**src/rtl/seq_pattern_scheduler.sv**
```systemverilog
// seq_pattern_scheduler
// Replays a PAT_W-bit pattern MSB-first on `out` for a programmed number of
// repetitions (0 = continuous). The pattern is double-buffered: writes made
// while a run is active land in a shadow register and are promoted only at a
// frame boundary, so a frame is never split between two patterns.
// All outputs are registered, so there is no input-to-output combinational path.

module seq_pattern_scheduler #(
    parameter int               PAT_W    = 8,
    parameter int               CNT_W    = 4,
    parameter logic [PAT_W-1:0] INIT_PAT = 8'b1110_0100
) (
    input  logic             clk,
    input  logic             rstn,
    input  logic             load,
    input  logic [PAT_W-1:0] pat_in,
    input  logic [CNT_W-1:0] rep_in,
    input  logic             start,
    input  logic             stop,
    output logic             out,
    output logic             busy,
    output logic             frame,
    output logic             done
);

    localparam int               IDX_W   = (PAT_W > 1) ? $clog2(PAT_W) : 1;
    localparam logic [IDX_W-1:0] IDX_TOP = IDX_W'(PAT_W - 1);

    typedef enum logic [1:0] {
        S_IDLE = 2'd0,
        S_RUN  = 2'd1,
        S_DONE = 2'd2
    } state_t;

    state_t           state;
    logic [PAT_W-1:0] act_pat;
    logic [PAT_W-1:0] shd_pat;
    logic             shd_vld;
    logic [CNT_W-1:0] rep_reg;
    logic [IDX_W-1:0] idx;
    logic [CNT_W-1:0] rep_cnt;

    logic [IDX_W-1:0] idx_dec;
    logic [CNT_W-1:0] rep_nxt;
    logic [PAT_W-1:0] next_frame_pat;
    logic [PAT_W-1:0] start_pat;
    logic             last_rep;

    // Next-bit index, incremented repetition count and the end-of-run test.
    always_comb begin
        idx_dec  = idx - 1'b1;
        rep_nxt  = rep_cnt + 1'b1;
        last_rep = (rep_reg != '0) && (rep_nxt == rep_reg);
    end

    // Pattern that the next frame will use: the shadow wins if one is pending;
    // on a start with a simultaneous load the freshly written pattern is used.
    always_comb begin
        next_frame_pat = shd_vld ? shd_pat : act_pat;
        start_pat      = load ? pat_in : act_pat;
    end

    // Sequencer: state, pattern buffers, counters and all registered outputs.
    always_ff @(posedge clk) begin
        if (!rstn) begin
            state   <= S_IDLE;
            act_pat <= INIT_PAT;
            shd_pat <= '0;
            shd_vld <= 1'b0;
            rep_reg <= CNT_W'(1);
            idx     <= IDX_TOP;
            rep_cnt <= '0;
            out     <= 1'b0;
            busy    <= 1'b0;
            frame   <= 1'b0;
            done    <= 1'b0;
        end else begin
            done <= 1'b0;
            case (state)
                S_IDLE: begin
                    out   <= 1'b0;
                    busy  <= 1'b0;
                    frame <= 1'b0;
                    // No run in progress, so software writes go straight to
                    // the active registers.
                    if (load) begin
                        act_pat <= pat_in;
                        rep_reg <= rep_in;
                    end
                    if (start && !stop) begin
                        state   <= S_RUN;
                        idx     <= IDX_TOP;
                        rep_cnt <= '0;
                        out     <= start_pat[PAT_W-1];
                        busy    <= 1'b1;
                        frame   <= 1'b1;
                    end
                end

                S_RUN: begin
                    if (stop) begin
                        // Abort: no done pulse, and a pending shadow is dropped.
                        state   <= S_IDLE;
                        out     <= 1'b0;
                        busy    <= 1'b0;
                        frame   <= 1'b0;
                        shd_vld <= 1'b0;
                    end else begin
                        if (idx == '0) begin
                            // Frame end: promote shadow, count the repetition.
                            if (shd_vld) begin
                                act_pat <= shd_pat;
                                shd_vld <= 1'b0;
                            end
                            rep_cnt <= rep_nxt;
                            if (last_rep) begin
                                state <= S_DONE;
                                done  <= 1'b1;
                                out   <= 1'b0;
                                busy  <= 1'b0;
                                frame <= 1'b0;
                            end else begin
                                idx   <= IDX_TOP;
                                out   <= next_frame_pat[PAT_W-1];
                                frame <= 1'b1;
                            end
                        end else begin
                            idx   <= idx_dec;
                            out   <= act_pat[idx_dec];
                            frame <= 1'b0;
                        end
                        // Placed after the promotion so a write on the
                        // frame-end cycle stays pending for the next frame end.
                        if (load) begin
                            shd_pat <= pat_in;
                            shd_vld <= 1'b1;
                        end
                    end
                end

                S_DONE: begin
                    // A write made on the final frame-end cycle is still in the
                    // shadow; the run is over, so it becomes the active pattern.
                    // Writes during this single cycle are not accepted.
                    state <= S_IDLE;
                    out   <= 1'b0;
                    busy  <= 1'b0;
                    frame <= 1'b0;
                    if (shd_vld) begin
                        act_pat <= shd_pat;
                        shd_vld <= 1'b0;
                    end
                end

                default: begin
                    state <= S_IDLE;
                    out   <= 1'b0;
                    busy  <= 1'b0;
                    frame <= 1'b0;
                end
            endcase
        end
    end

endmodule

```
**config.mk**
```make
export PLATFORM = sky130hd
export DESIGN_NAME = seq_pattern_scheduler
export DESIGN_NICKNAME = d
export VERILOG_FILES = /design/src/rtl/seq_pattern_scheduler.sv
export SDC_FILE = /design/constraint.sdc
export NUM_CORES = 1
export LEC_CHECK = 0
export ABC_AREA = 1
export ABC_CLOCK_PERIOD_IN_PS = 3100
export CORE_MARGIN = 8
export CORE_UTILIZATION = 30
export CTS_BUF_LIST = sky130_fd_sc_hd__clkbuf_16
export DETAILED_ROUTE_END_ITERATION = 7
export GPL_TIMING_DRIVEN = 0
export SYNTH_ARGS = -nofsm -noshare
export SYNTH_HDL_FRONTEND = slang
export SYNTH_SLANG_ARGS = --single-unit
```
**constraint.sdc**
```tcl
create_clock -name clk -period 3.1 [get_ports clk]
set_input_delay 0.62 -clock clk [delete_from_list [all_inputs] [get_ports clk]]
set_output_delay 0.62 -clock clk [all_outputs]
set_load 0.02 [all_outputs]
```
==> impl_metrics.yaml <==
yosys:
  cell_area_after_synthesis_sq_um: 1824
  yosysSeqAreaShare_pct: 37.31
  ys.warnings.count: 0
  postSynthNetCount: 283
  synth.ff_latch_count: 34
  synth_simple_gate_area_share_pct: 29.36
  syn_area_per_cell_sq_um: 7.043
  compound_gate_fraction_of_synth_area_pct: 17.83
  synth_top_area_share_pct: 37.31
  netlist.top_cell.by_area: "dfxtp_1"
  yosys-top-cells-area: "dfxtp_1 37%, nand2_1 11%, nand3_1 7.7%"
  adder_cell_fraction_of_synth_area_pct: 4.801
  synth_cell_type_count: 28
  mux_contribution_to_synthesized_area_pct: 0
  postSynthCellCount: 259
  synth-xor-area-share_pct: 0.9602
  synth_top_family_by_area: "simple AND/OR/NAND/NOR gates"
worst_setup_path:
  kind_of_end_point_of_the_critical_path: "flop"
  arrival_ps: 2090
  cp-start-kind: "input port"
  worstSetupPathType: "input port to flop"
  critical_path_peak_fanout: 5
  cp.required_ps: 3240
cells_and_area:
  multi_input_comb_area_sq_um: 965.9
  layout.area.seq_sq_um: 680.7
  n_fill_cell: 657
  num_antenna_cells: 0
  flow.area_growth_from_synthesis_pct: 23.32
  layout-drive-gt1-share_pct: 11.19
  layoutNonFillerInstCount: 361
  largest_registers: "act_pat: 8 flops, shd_pat: 8 flops"
  final_area_sq_um: 2250
  layout.nets: 309
placed_design:
  hpwlAfterDp_mm: 3.343
  numPlacedInstances: 353
  io_buffers: 19
  routabilityCongestion: 0.8520
  placed_area_sq_um: 2108
detailed_routing:
  number_of_detailed_route_iterations_in_the_first_pass: 4
  route.antenna.remaining_nets: 0
  vias_per_cell: 4.762
  route.vias.total: 1719
  routed_wirelength_mm: 4.345
  drtIter0Drc: 127
  routed_wire_length_per_instance_um: 12.04
  route.detailed.drc: 0
floorplan:
  ioPinCount: 21
  die-height_um: 93.98
  initial_core_util_pct: 30.99
  die_w_um: 93.98
  floorplan.core_area_sq_um: 5886
  fp.dieArea_sq_um: 8832
  fp-row-count: 28
clock_network:
  clock_latency_ps: 280
  clk_root_buffer_cell: "clkbuf_16"
  cts_made_buffers: 5
  clk_path_buf_depth: 2
  ctsHtreeMaxLevel: 2
  clkTransAtPathRegs_ps: 50
  cts_setup_buffers: 0
  postCtsHoldBufs: 0
  number_of_gates_resized_after_cts: 0
  cts_tree: "built"
  cts.sink_count: 34
pwr:
  sw_frac_of_total_pct: 32.30
  ir_drop_mv: 0.2498
  total_leakage_power_nw: 0.9258
  finalPower_mw: 1.351
  netSwitchingPower_uw: 436.3
  power_density_nw_per_um2: 600.4
  combPwrFrac_pct: 26.6
  p_seq_share_pct: 38.1
  cell_internal_pwr_uw: 914.4
  clock_power_share_pct: 35.2
sta:
  relSlewSlack_pct: 65.87
  setup_repair_after_global_routing_missed_its_margin: "no"
  worst_hold_margin_ps: 446.7
  finalClockSkew_ps: 4.166
  timing.final.setup_violations: 0
  final_min_period_over_clock_period_pct: 63.01
  final_hold_viol_count: 0
  post-route-min-period_ps: 1953
  timing_max_transition_violations_final: 0
  worst_slew_pin_slew_ps: 511.9
  finalSetupTns_ps: 0
  max_freq_mhz: 511.9
global_route:
  grt_antenna_before_repair: 0
  overflow: 0
  first_global_vias: 1675
  grt_start_max_net_pins: 12
  first_pass_grt_wire_length_mm: 7.624
  grtUsageTotal_pct: 10.81
flow_run:
  max_cap_violations: 0
status:
  run_status: "completed"
hold_path:
  hold_path.class: "flop to flop"
[cell families (layout without fill, tap and decap cells)]
logic type      after synthesis  count (layout)
compound gates               60              60
xor+xnor                      2               2
fa+ha+maj                     7               7
buf+inv                      46              73
flops                        34              34
simple gates                110             110
[cell usage in the layout, fill, tap and decap left out]
| master | n |
|---|---|
| nand2_1 | 54 |
| dfxtp_1 | 34 |
| inv_1 | 30 |
| nand3_1 | 28 |
| o21ai_0 | 25 |
| a21oi_1 | 25 |
| clkdlybuf4s50_1 | 19 |
| nor2_1 | 9 |
| inv_2 | 7 |
| ha_1 | 7 |
| clkbuf_1 | 5 |
| clkbuf_16 | 5 |
| buf_2 | 4 |
| nor2_2 | 3 |
| nor2_4 | 3 |
| nand2_2 | 3 |
| nand4_1 | 3 |
| o211ai_1 | 3 |
| a31oi_1 | 3 |
| o21ai_1 | 2 |
| xnor2_1 | 2 |
| nor3_4 | 1 |
| nor3_1 | 1 |
| a22oi_1 | 1 |
| or4_1 | 1 |
| nand3_4 | 1 |
| nor4_1 | 1 |
| nand3_2 | 1 |
| or2_2 | 1 |
| o21ai_4 | 1 |
| clkinv_1 | 1 |
| clkinv_2 | 1 |
| clkinvlp_4 | 1 |
[Yosys cell counts, drive strengths merged]
library cell and instances:
nor2 15, or2 1, inv 37, a31oi 3, nor4 1, nor3 2
ha 7, a22oi 1, nand4 3, o211ai 3, nand3 30, clkbuf 5
buf 4, o21ai 28, dfxtp 34, nand2 57, xnor2 2, or4 1
a21oi 25
[worst max-delay path, stage by stage]
cell and delay [ps]:
clkdlybuf4s50_1 520, inv_2 140, nand2_2 70, nand2_2 70, inv_2 50, nor3_4 280, inv_2 60, nor2_2 110
inv_2 60, nand2_1 50, a21oi_1 50
[layer usage]
metal | track usage, % | share of wire, % | up-vias
met5 | 0 | 0 | -
met4 | 5.548 | 2.1 | 0
met3 | 2.638 | 4.9 | 7
met2 | 15.99 | 44 | 36
met1 | 14.17 | 49 | 775
li1 | - | - | 901
[layout make-up]
cell class	instances	share of cell area, %
buffer	9	1.724
inverter	37	6.174
multi-input combinational	179	42.94
clock buffer	5	5.562
sequential	34	30.26
timing repair buffer	19	8.454
clock inverter	3	0.7230
tap	75	4.171
[power groups by stage]
stage               registers, mW  logic [mW]  clock network, mW
detailed placement          0.525       0.360                  0
CTS                         0.515       0.362              0.487
finish                      0.515       0.360              0.476
global placement            0.523       0.356                  0
global route                0.521       0.408              0.508
floorplan                   0.521       0.266                  0
[worst paths after layout]
check	slack [ps]	cells past startpoint	start	endpoint
setup reg to reg	1270	12	idx[0]	idx[1]
setup / recovery	1150	11	stop	rep_cnt[0]
hold / removal	450	2	shd_pat[2]	shd_pat[2]
hold reg to reg	450	2	shd_pat[2]	shd_pat[2]
[stage by stage]
stage | util, % | setup slack [ps]
2_1_floorplan | - | 1513
3_3_place_gp | 35.82 | 900.5
3_5_place_dp | 35.82 | 872.5
4_1_cts | 38.22 | 1162
5_1_grt | 38.22 | 989.7
6_report | 38.22 | 1147
(Power assumes the default switching activity.)
